### config.mk
export PLATFORM = sky130hd
export DESIGN_NAME = useq_nextaddr
export DESIGN_NICKNAME = d
export VERILOG_FILES = /design/src/rtl/useq_nextaddr.sv
export SDC_FILE = /design/constraint.sdc
export NUM_CORES = 1
export LEC_CHECK = 0
export BUFFER_PORTS_ARGS = -buffer_cell sky130_fd_sc_hd__buf_2
export CAP_MARGIN = 20
export CORE_UTILIZATION = 51
export CTS_CLUSTER_DIAMETER = 200
export DETAILED_ROUTE_END_ITERATION = 12
export GPL_ROUTABILITY_DRIVEN = 0
export PLACE_DENSITY_LB_ADDON = 0.3
export SYNTH_ARGS = -nofsm -noshare
export SYNTH_HDL_FRONTEND = slang
export SYNTH_SLANG_ARGS = --single-unit
### constraint.sdc
create_clock -name clk -period 2.9 [get_ports clk]
set_input_delay 0.435 -clock clk [delete_from_list [all_inputs] [get_ports clk]]
set_output_delay 0.435 -clock clk [all_outputs]
set_load 0.01 [all_outputs]
### src/rtl/useq_nextaddr.sv
// ============================================================================
// Module   : useq_nextaddr
// Brief    : Microsequencer next-address unit with a registered micro-PC and
//            a circular call/return stack. Define USEQ_STKCHK_EN to enable
//            the sticky stack overflow/underflow flags.
// Revision : 1.0  initial release
// ============================================================================
`default_nettype none

module useq_nextaddr #(
    parameter int            AW     = 12,
    parameter int            DEPTH  = 4,
    parameter logic [AW-1:0] RSTVEC = '0,
    parameter logic [AW-1:0] PFVEC  = {AW{1'b1}}
) (
    input  logic                     clk,
    input  logic                     rst,
    input  logic                     clken,
    input  logic                     pageFAIL,
    input  logic                     call,
    input  logic                     ret,
    input  logic [AW-1:0]            cromJ,
    input  logic [AW-1:0]            dispADDR,
    input  logic [AW-1:0]            skipADDR,
    output logic [AW-1:0]            addr,
    output logic [AW-1:0]            dispRET,
    output logic [AW-1:0]            uPC,
    output logic [$clog2(DEPTH):0]   stkCOUNT,
    output logic                     stkOVF,
    output logic                     stkUNF
);

    localparam int               c_spw  = $clog2(DEPTH);
    localparam logic [c_spw:0]   c_full = (c_spw+1)'(DEPTH);

    // Stack RAM has no reset so it can map onto distributed memory.
    logic [AW-1:0]    r_stack [DEPTH];
    logic [c_spw-1:0] r_sp;
    logic [c_spw:0]   r_count;
    logic [AW-1:0]    r_upc;

    logic [c_spw-1:0] w_top;
    logic             w_push;
    logic             w_pop;
    logic             w_empty;
    logic             w_full;
    logic             w_replace;
    logic             w_push_only;
    logic             w_pop_only;

    assign addr    = rst      ? RSTVEC :
                     pageFAIL ? PFVEC  : (dispADDR | skipADDR | cromJ);
    assign w_top   = r_sp - 1'b1;
    assign dispRET = r_stack[w_top];

    assign w_push      = clken & ~rst & (call | pageFAIL);
    assign w_pop       = clken & ~rst & ret & ~pageFAIL;
    assign w_empty     = (r_count == '0);
    assign w_full      = (r_count == c_full);
    // A simultaneous call/return on an empty stack degenerates to a push.
    assign w_replace   = w_push & w_pop & ~w_empty;
    assign w_push_only = w_push & ~w_replace;
    assign w_pop_only  = w_pop & ~w_push;

    always_ff @(posedge clk) begin
        if (w_replace) begin
            r_stack[w_top] <= addr;
        end else if (w_push_only) begin
            r_stack[r_sp] <= addr;
        end
    end

    always_ff @(posedge clk) begin
        if (rst) begin
            r_upc   <= RSTVEC;
            r_sp    <= '0;
            r_count <= '0;
        end else if (clken) begin
            r_upc <= addr;
            if (w_push_only) begin
                r_sp <= r_sp + 1'b1;
                if (!w_full) begin
                    r_count <= r_count + 1'b1;
                end
            end else if (w_pop_only) begin
                r_sp <= r_sp - 1'b1;
                if (!w_empty) begin
                    r_count <= r_count - 1'b1;
                end
            end
        end
    end

    assign uPC      = r_upc;
    assign stkCOUNT = r_count;

`ifdef USEQ_STKCHK_EN
    logic r_ovf;
    logic r_unf;

    always_ff @(posedge clk) begin
        if (rst) begin
            r_ovf <= 1'b0;
            r_unf <= 1'b0;
        end else begin
            if (w_push_only && w_full) begin
                r_ovf <= 1'b1;
            end
            if (w_pop_only && w_empty) begin
                r_unf <= 1'b1;
            end
        end
    end

    assign stkOVF = r_ovf;
    assign stkUNF = r_unf;
`else
    assign stkOVF = 1'b0;
    assign stkUNF = 1'b0;
`endif

endmodule

`default_nettype wire
==> reports/results.tsv, run 1 <==
metric	value	unit
Clock Pin Slew Worst Setup and Hold Paths	0.07	ns
final hold vios	0	
Clock Path Buffers	2	
Routed WL	5.61	mm
FF-to-FF End	stkCOUNT[2]$_SDFFE_PP0P_	
slew margin rel.	0.519	
TritonRoute pass-1 iters	4	
crit share post-route	0.762	
io pins	83	
HPWL Detailed	3.81	mm
pin count of the biggest net entering global routing	31	
measured slew at the worst slew-check pin	0.720	ns
largest family of logic cells by synthesized area	simple AND/OR/NAND/NOR gates	
Power Density	618	nW/µm²
core box area	5140	µm²
Synth Area in Simple Gates	0.117	
Starting DRT DRC Count	139	
Setup crit end kind	register	
Die X	75.4	µm
final slew viol count	0	
Synth Area in XOR/XNOR	0.0128	
cells on worst reg2reg path	8	
Max Freq	452	MHz
Synth Area in Compound Gates	0.0775	
via/cell ratio	5.44	
vias post-DR	1908	
post-CTS setup buffers	0	
yosys warns	0	
Total GRT Usage	0.217	
max cap viols	0	
Syn Inst Count	191	
CTS Buf Count	9	
reg-to-reg slack, setup	0.69	ns
number of global-route vias before repair	1737	
#FFs+latches synth	65	
die area	5680	µm²
Hold Path Stages	3	
Fin Clk Skew	0.00936	ns
Arr. time, crit path	2.44	ns
initial antenna violation count	0	
leak pwr	0.00131	µW
run status	finished clean	
# DRC	0	
share of synthesized registers carrying an async set or reset	0	
HP Start	cromJ[2]	
Clk Latency, worst-skew pair	0.33	ns
Hold Buf Count CTS	0	
slowest CP cell	dfxtp_1	
Hold Crit Class	in -> reg	
Die H	75.4	µm
Syn Std Cell Area	2750	µm²
CP required	3.13	ns
WHS Endpoint	uPC[2]$_SDFFE_PP0P_	
CP max FO	7	
CP Launch Type	register	
nets	320	
sequential area share after synthesis	0.649	
EDFF count, synth	48	
CP peak stage delay	0.37	ns
GRT Residual Overflow	0	
RSZ-0062 raised after global routing	false	
Yosys cell types	39	
adder-cell share of the synthesized area	0.00912	
fraction of layout cells with a size suffix above 1	0.438	
final-layout fill cell count	383	
ant diodes	0	
Final Core Density	0.666	
global-route wire length before repair	8.63	mm
count of buffers from port buffering	80	
mux cell area share after synthesis	0.102	
htree depth	3	
crit path cell chain	nor3_1 > o221a_4 > xnor2_1 > ha_1 > or2_2 > o2bb2ai_2 > a311oi_1 > a41o_1	
drt wl/cell	16.0	µm
site row count	26	
Initial Util	0.534	
Clock Sinks	65	
r2r startpoint	stkCOUNT[0]$_SDFFE_PP0P_	
Area Growth Syn to Fin	24.7	%
Main synth FF type	edfxtp_1	
post-cts sizing count	0	
Mean Syn Cell Area	14.4	µm²
CTS tree	yes	
CP Class	reg -> reg	
Final min period	2.21	ns
IR drop worst, VDD	0.000344	V
final antenna-violating net count	0	
Setup Viol. Count Final	0	
Setup TNS Final	0	ns
CTS root buffer	clkbuf_8	
[cell usage after synthesis (all sizes together) (3+ instances only)]
master,count,share of area
edfxtp,48,0.53
nor2,33,0.048
dfxtp,17,0.12
a211oi,13,0.036
mux4,12,0.098
nor4,12,0.027
buf,8,0.019
clkbuf,6,0.0082
nor3,6,0.011
a21oi,3,0.0055
inv,3,0.0041
nand2b,3,0.010
or2,3,0.0068
[per-layer routing]
layer | global-route usage | share of wire
met3 | 0.0741 | 0.070
met4 | 0.0617 | 0.0075
met5 | 0 | 0
met1 | 0.309 | 0.46
met2 | 0.320 | 0.46
[layout make-up]
class / instances / area, µm² / area share
clock inverter: 6 / 82.6 / 0.0241
tap: 70 / 87.6 / 0.0256
timing repair buffer: 87 / 453 / 0.132
sequential: 65 / 1780 / 0.520
inverter: 3 / 11.3 / 0.00329
multi-input combinational: 110 / 881 / 0.257
clock buffer: 10 / 128 / 0.0373
[report_power, final]
part           total (µW)  switching, µW  internal (µW)
Sequential           1060           19.4           1040
Combinational         251            140            111
Clock                 811            332            478
[registers in the layout, indices dropped and copies added (netlist names)]
name / flops
stkCOUNT: 3
r_stack: 48
r_sp: 2
uPC: 12
[cell usage in the layout, fill, tap and decap left out, types with 3 or more instances in the layout]
cell type	instances
buf_4	7
a21oi_1	3
nor2_2	3
nor4_1	12
a211oi_1	13
nor3_1	6
buf_2	80
dfxtp_1	17
inv_1	3
or2_2	3
mux4_2	12
nor2_1	30
edfxtp_1	48
clkbuf_8	9
[critical path, delay by kind of cell (launching register included)]
family	cells	cell delay, ns
AOI/OAI and AO/OA	4	0.79
and+or+nand+nor	2	0.65
DFF	1	0.37
adders and majority gates	1	0.21
xor gates and xnor gates	1	0.08
[logic make-up (layout without fill, tap and decap cells)]
family / Yosys count / after routing
mux: 13 / 13
other cells: 1 / 2
simple gates: 63 / 63
fa+ha+maj: 2 / 2
buf+inv: 17 / 106
xor+xnor: 4 / 4
compound gates: 26 / 26
flops: 65 / 65
[metrics by stage]
| stage | setup WS (ns) | hold slack (ns) | power (µW) | cell area [µm²] | cells |
|---|---|---|---|---|---|
| after floorplan | 0.266 | 0.505 | 1230 | 2750 | 192 |
| after global placement | 0.607 | 0.469 | 1320 | 3210 | 335 |
| after detailed placement | 0.559 | 0.478 | 1330 | 3210 | 335 |
| after CTS | 0.671 | 0.462 | 2140 | 3420 | 351 |
| after global routing | 0.564 | 0.476 | 2210 | 3420 | 351 |
| final | 0.690 | 0.474 | 2120 | 3420 | 351 |
[worst max path at each step]
stage	start	endpoint	slack (ns)	depth (start not counted)
finish	stkCOUNT[0]$_SDFFE_PP0P_	stkCOUNT[2]$_SDFFE_PP0P_	0.69	8
CTS	r_sp[0]$_SDFFE_PP0P_	dispRET[2]	0.67	3
global placement	pageFAIL	stkCOUNT[2]$_SDFFE_PP0P_	0.61	9
detailed placement	pageFAIL	stkCOUNT[2]$_SDFFE_PP0P_	0.56	9
floorplan	clken	r_stack[1][0]$_DFFE_PP_	0.27	6
global route	stkCOUNT[0]$_SDFFE_PP0P_	r_stack[3][1]$_DFFE_PP_	0.56	6
(Power assumes the default switching activity.)
==> run 2, diff against run 1 <==
--- a/config.mk
+++ b/config.mk
@@ -7,7 +7,7 @@
 export LEC_CHECK = 0
 export BUFFER_PORTS_ARGS = -buffer_cell sky130_fd_sc_hd__buf_2
 export CAP_MARGIN = 20
-export CORE_UTILIZATION = 51
+export CORE_UTILIZATION = 46
 export CTS_CLUSTER_DIAMETER = 200
 export DETAILED_ROUTE_END_ITERATION = 12
 export GPL_ROUTABILITY_DRIVEN = 0
==> constraint.sdc (replaced) <==
create_clock -name clk -period 2 [get_ports clk]
set_input_delay 0.3 -clock clk [delete_from_list [all_inputs] [get_ports clk]]
set_output_delay 0.3 -clock clk [all_outputs]
set_load 0.01 [all_outputs]
==> run 2 against run 1 <==
  * Critical path depth is 5 lower
  * Final cell count increased by 6.6%
  * Sequential share of layout area down 3.8 points
  * Wire length up 9.8%
  * Clock skew shrank 0.0028 ns
  * Utilization fell by 1.0 points
  * Die area up 11%
  * Via count is 5.5% higher
==> reports/results.tsv, run 2 (synthesis results as in run 1) <==
metric	value	unit
Top Layer Used	met4	
leak pwr	0.00144	µW
site row count	27	
Power Density	816	nW/µm²
core box area	5640	µm²
Arr. time, crit path	1.63	ns
CP max FO	12	
Setup crit end kind	primary output	
Reg area	1790	µm²
Die H	79.3	µm
final-layout fill cell count	421	
most frequent cells in the layout	80 x buf_2, 48 x edfxtp_1, 28 x nor2_1	
fraction of layout cells with a size suffix above 1	0.520	
Clock Pin Slew Worst Setup and Hold Paths	0.07	ns
final hold vios	0	
dpl cell area	3410	µm²
CP required	1.70	ns
via/cell ratio	5.38	
CTS root buffer	clkbuf_8	
nets	341	
vias post-DR	2012	
Clock Sinks	65	
io pins	83	
max reg flops	48	
CP Launch Type	register	
Starting DRT DRC Count	124	
Total GRT Usage	0.212	
Fin Clk Skew	0.00659	ns
CP Class	reg -> out	
TritonRoute pass-1 iters	4	
slew margin rel.	0.652	
Clk Latency, worst-skew pair	0.34	ns
final antenna-violating net count	0	
Routed WL	6.16	mm
Reg with most FFs	r_stack	
count of buffers from port buffering	80	
crit share post-route	0.965	
Area Growth Syn to Fin	34.8	%
most common cell after layout, fill and taps aside	buf_2	
Final Cell Area	3700	µm²
initial antenna violation count	0	
GRT Residual Overflow	0	
Max Freq	518	MHz
htree depth	3	
IR drop worst, VDD	0.000373	V
die area	6280	µm²
max cap viols	0	
measured slew at the worst slew-check pin	0.518	ns
global-route wire length before repair	9.60	mm
CTS tree	yes	
number of global-route vias before repair	1983	
Initial Util	0.487	
Hold Crit Class	in -> reg	
Die X	79.3	µm
Setup Viol. Count Final	0	
Clock Path Buffers	2	
Final min period	1.93	ns
pin count of the biggest net entering global routing	30	
M1 WL	2.72	mm
drt wl/cell	16.5	µm
HPWL Detailed	4.29	mm
Hold Buf Count CTS	0	
CTS Buf Count	9	
run status	finished clean	
# DRC	0	
met3 wire length	334	µm
Final Core Density	0.656	
wire length on met2	3.02	mm
final slew viol count	0	
area occupied by multi-input gates	973	µm²
ant diodes	0	
final hold slack	0.338	ns
run 2: final timing paths:
path | slack (ns) | end | cells past startpoint | start
setup reg to reg | 0.08 | r_stack[3][10]$_DFFE_PP_ | 7 | stkCOUNT[0]$_SDFFE_PP0P_
setup / recovery | 0.07 | dispRET[3] | 3 | r_sp[0]$_SDFFE_PP0P_
hold / removal | 0.34 | uPC[2]$_SDFFE_PP0P_ | 3 | cromJ[2]
hold reg to reg | 0.48 | uPC[4]$_SDFFE_PP0P_ | 2 | uPC[4]$_SDFFE_PP0P_
run 2: timing repair:
action                     CTS  global route
setup buffers                3             1
setup endpoints to repair   36            37
resized for setup            3             8
pin swaps                    2             3
run 2: critical path: stages, from the launching register on:
cell,delay (ns)
dfxtp_2,0.40
buf_8,0.21
mux4_2,0.53
buf_2,0.16
run 2: cell type report:
| class | count | area share |
|---|---|---|
| Inverter | 3 | 0.00304 |
| Clock buffer | 14 | 0.0467 |
| Multi-Input combinational cell | 110 | 0.263 |
| Sequential cell | 65 | 0.482 |
| Timing Repair Buffer | 108 | 0.177 |
| Clock inverter | 2 | 0.00338 |
| Tap cell | 72 | 0.0243 |
run 2: through the flow:
stage / instances / power (µW) / setup slack, ns / setup TNS [ns]
6_report: 374 / 3020 / 0.0691 / 0
3_3_place_gp: 354 / 1990 / -0.0137 / -0.181
5_1_grt: 374 / 3140 / -0.00815 / -0.0522
4_1_cts: 373 / 3030 / 0.00526 / 0
3_5_place_dp: 354 / 2000 / -0.0812 / -1.79
2_1_floorplan: 192 / 1800 / 0.0239 / 0
run 2: layer usage:
| metal | global-route usage | vias to the layer above |
|---|---|---|
| li1 | - | 948 |
| met1 | 0.265 | 977 |
| met2 | 0.349 | 79 |
| met3 | 0.0494 | 8 |
| met4 | 0.0964 | 0 |
| met5 | 0 | - |
run 2: power breakdown:
part	leakage [µW]	internal (µW)	switching, µW
logic	0.000765	226	244
clock network	0.0000927	550	468
registers	0.000578	1510	25.3
total	0.00144	2280	737
==> run 3, diff against run 2 <==
--- a/config.mk
+++ b/config.mk
@@ -7,7 +7,7 @@
 export LEC_CHECK = 0
 export BUFFER_PORTS_ARGS = -buffer_cell sky130_fd_sc_hd__buf_2
 export CAP_MARGIN = 20
-export CORE_UTILIZATION = 46
+export CORE_UTILIZATION = 45
 export CTS_CLUSTER_DIAMETER = 200
 export DETAILED_ROUTE_END_ITERATION = 12
 export GPL_ROUTABILITY_DRIVEN = 0
==> run 3 against run 2 <==
  * Worst setup slack better by 0.0034 ns
  * Wire length is 3.3% lower
  * Via count decreased by 3.8%
  * Sequential share of layout area shrank 0.71 points
  * Final cell count up 1.9%
  * Cell area is 1.4% higher
  * Register-to-register slack barely moved
  * Count of clock-buffer cells in the layout decreased by 4
  * Global-route usage down 1.2 points
  * Critical path depth increased by 5
  * Critical endpoint is now stkCOUNT[2]$_SDFFE_PP0P_
  * Largest power group unchanged
  * Highest routed layer unchanged
==> reports/results.tsv, run 3 (synthesis results as in run 1) <==
metric	value	unit
via/cell ratio	5.08	
Total GRT Usage	0.200	
cells on worst reg2reg path	8	
RSZ-0062 raised after global routing	true	
Routed WL	5.96	mm
Die H	80.1	µm
CP required	2.23	ns
Place WS	-0.0449	ns
Starting DRT DRC Count	130	
leak pwr	0.00147	µW
Clock Path Buffers	2	
Hold Path Stages	3	
CP Launch Type	register	
CP peak stage delay	0.34	ns
htree depth	3	
final worst setup slack	0.0725	ns
global-route wire length before repair	9.30	mm
Area Growth Syn to Fin	36.7	%
nets	345	
Final Cell Area	3750	µm²
Final min period	1.93	ns
final antenna-violating net count	0	
dpl cell area	3440	µm²
io pins	83	
M1 GR Usage	0.262	
Arr. time, crit path	2.16	ns
core box area	5890	µm²
IR drop worst, VDD	0.000499	V
CTS root buffer	clkbuf_8	
Setup Viol. Count Final	0	
CP max FO	5	
Fin Clk Skew	0.0130	ns
met3 Use GR	0.0318	
TritonRoute pass-1 iters	4	
CTS Buf Count	9	
slowest CP cell	dfxtp_2	
drt wl/cell	15.6	µm
Clk Latency, worst-skew pair	0.33	ns
Reg area	1780	µm²
count of buffers from port buffering	80	
max cap viols	0	
final-layout fill cell count	443	
most common cell after layout, fill and taps aside	buf_2	
final hold vios	0	
GRT busiest layer	met2	
die area	6420	µm²
fraction of layout cells with a size suffix above 1	0.513	
Clock Sinks	65	
Setup crit end kind	register	
area occupied by multi-input gates	955	µm²
# DRC	0	
max reg flops	48	
HPWL Detailed	4.16	mm
site row count	28	
ant diodes	0	
number of global-route vias before repair	1856	
GRT Residual Overflow	0	
run status	finished clean	
Power Density	851	nW/µm²
CTS tree	yes	
vias post-DR	1935	
Die X	80.1	µm
final slew viol count	0	
CP Class	reg -> reg	
Clock Pin Slew Worst Setup and Hold Paths	0.07	ns
crit share post-route	0.964	
Max Freq	519	MHz
crit path cell chain	nor3_4 > o221a_4 > xnor2_1 > ha_1 > or2_2 > o2bb2ai_4 > a311oi_1 > a41o_1	
Reg with most FFs	r_stack	
Hold Crit Class	in -> reg	
measured slew at the worst slew-check pin	0.505	ns
initial antenna violation count	0	
slew margin rel.	0.662	
pin count of the biggest net entering global routing	30	
final hold slack	0.347	ns
met2 global-route usage	0.326	
Initial Util	0.466	
most frequent cells in the layout	80 x buf_2, 48 x edfxtp_1, 28 x nor2_1, 28 x buf_4, 15 x dfxtp_1	
==> run 3: worst max-delay path, delay by kind of cell (launching register included) <==
kind	cells	cell delay [ns]
AO/OA/AOI/OAI	4	0.72
AND/OR/NAND/NOR	2	0.50
flip-flops	1	0.34
adder cells (fa/ha/maj)	1	0.18
XOR/XNOR	1	0.07
==> run 3: power breakdown <==
| group | internal, µW | switching (µW) | leakage, µW |
|---|---|---|---|
| combinational | 224 | 234 | 0.000782 |
| sequential | 1500 | 24.9 | 0.000578 |
| clock | 727 | 478 | 0.000111 |
==> run 3: path summary, 6_finish.rpt <==
kind	startpoint	endpoint	slack [ns]
hold / removal	dispADDR[2]	uPC[2]$_SDFFE_PP0P_	0.35
setup reg to reg	stkCOUNT[1]$_SDFFE_PP0P_	stkCOUNT[2]$_SDFFE_PP0P_	0.07
setup / recovery	stkCOUNT[1]$_SDFFE_PP0P_	stkCOUNT[2]$_SDFFE_PP0P_	0.07
hold reg to reg	uPC[8]$_SDFFE_PP0P_	uPC[8]$_SDFFE_PP0P_	0.49
==> run 3: timing repair <==
action / 4_1_cts / 5_1_grt
pin swaps: 2 / 5
gates resized for setup: 3 / 4
gates cloned: 0 / 0
endpoints found under the setup margin: 32 / 38
buffers inserted: 5 / 1
hold buffers: 0 / 0
==> run 3: layout make-up <==
type | count | share of cell area
flip-flops and latches | 65 | 0.475
well taps | 75 | 0.0250
clock buffers | 10 | 0.0367
clock inverters | 6 | 0.0217
multi-input cells | 110 | 0.254
repair buffers | 112 | 0.184
inverters | 3 | 0.00300
==> run 3: metrics by stage <==
stage | total power [µW] | cells | utilization | setup TNS [ns]
floorplan | 1800 | 192 | - | 0
global placement | 1990 | 359 | 0.585 | -0.0132
detailed placement | 2000 | 359 | 0.585 | -0.843
CTS | 3210 | 380 | 0.632 | 0
global route | 3320 | 381 | 0.638 | -0.0118
finish | 3190 | 381 | 0.638 | 0
==> run 3: per-layer routing <==
metal	up-vias	part of all wire
met3	6	0.038
met1	926	0.44
met2	47	0.51
met5	-	0
met4	0	0.012
li1	956	-
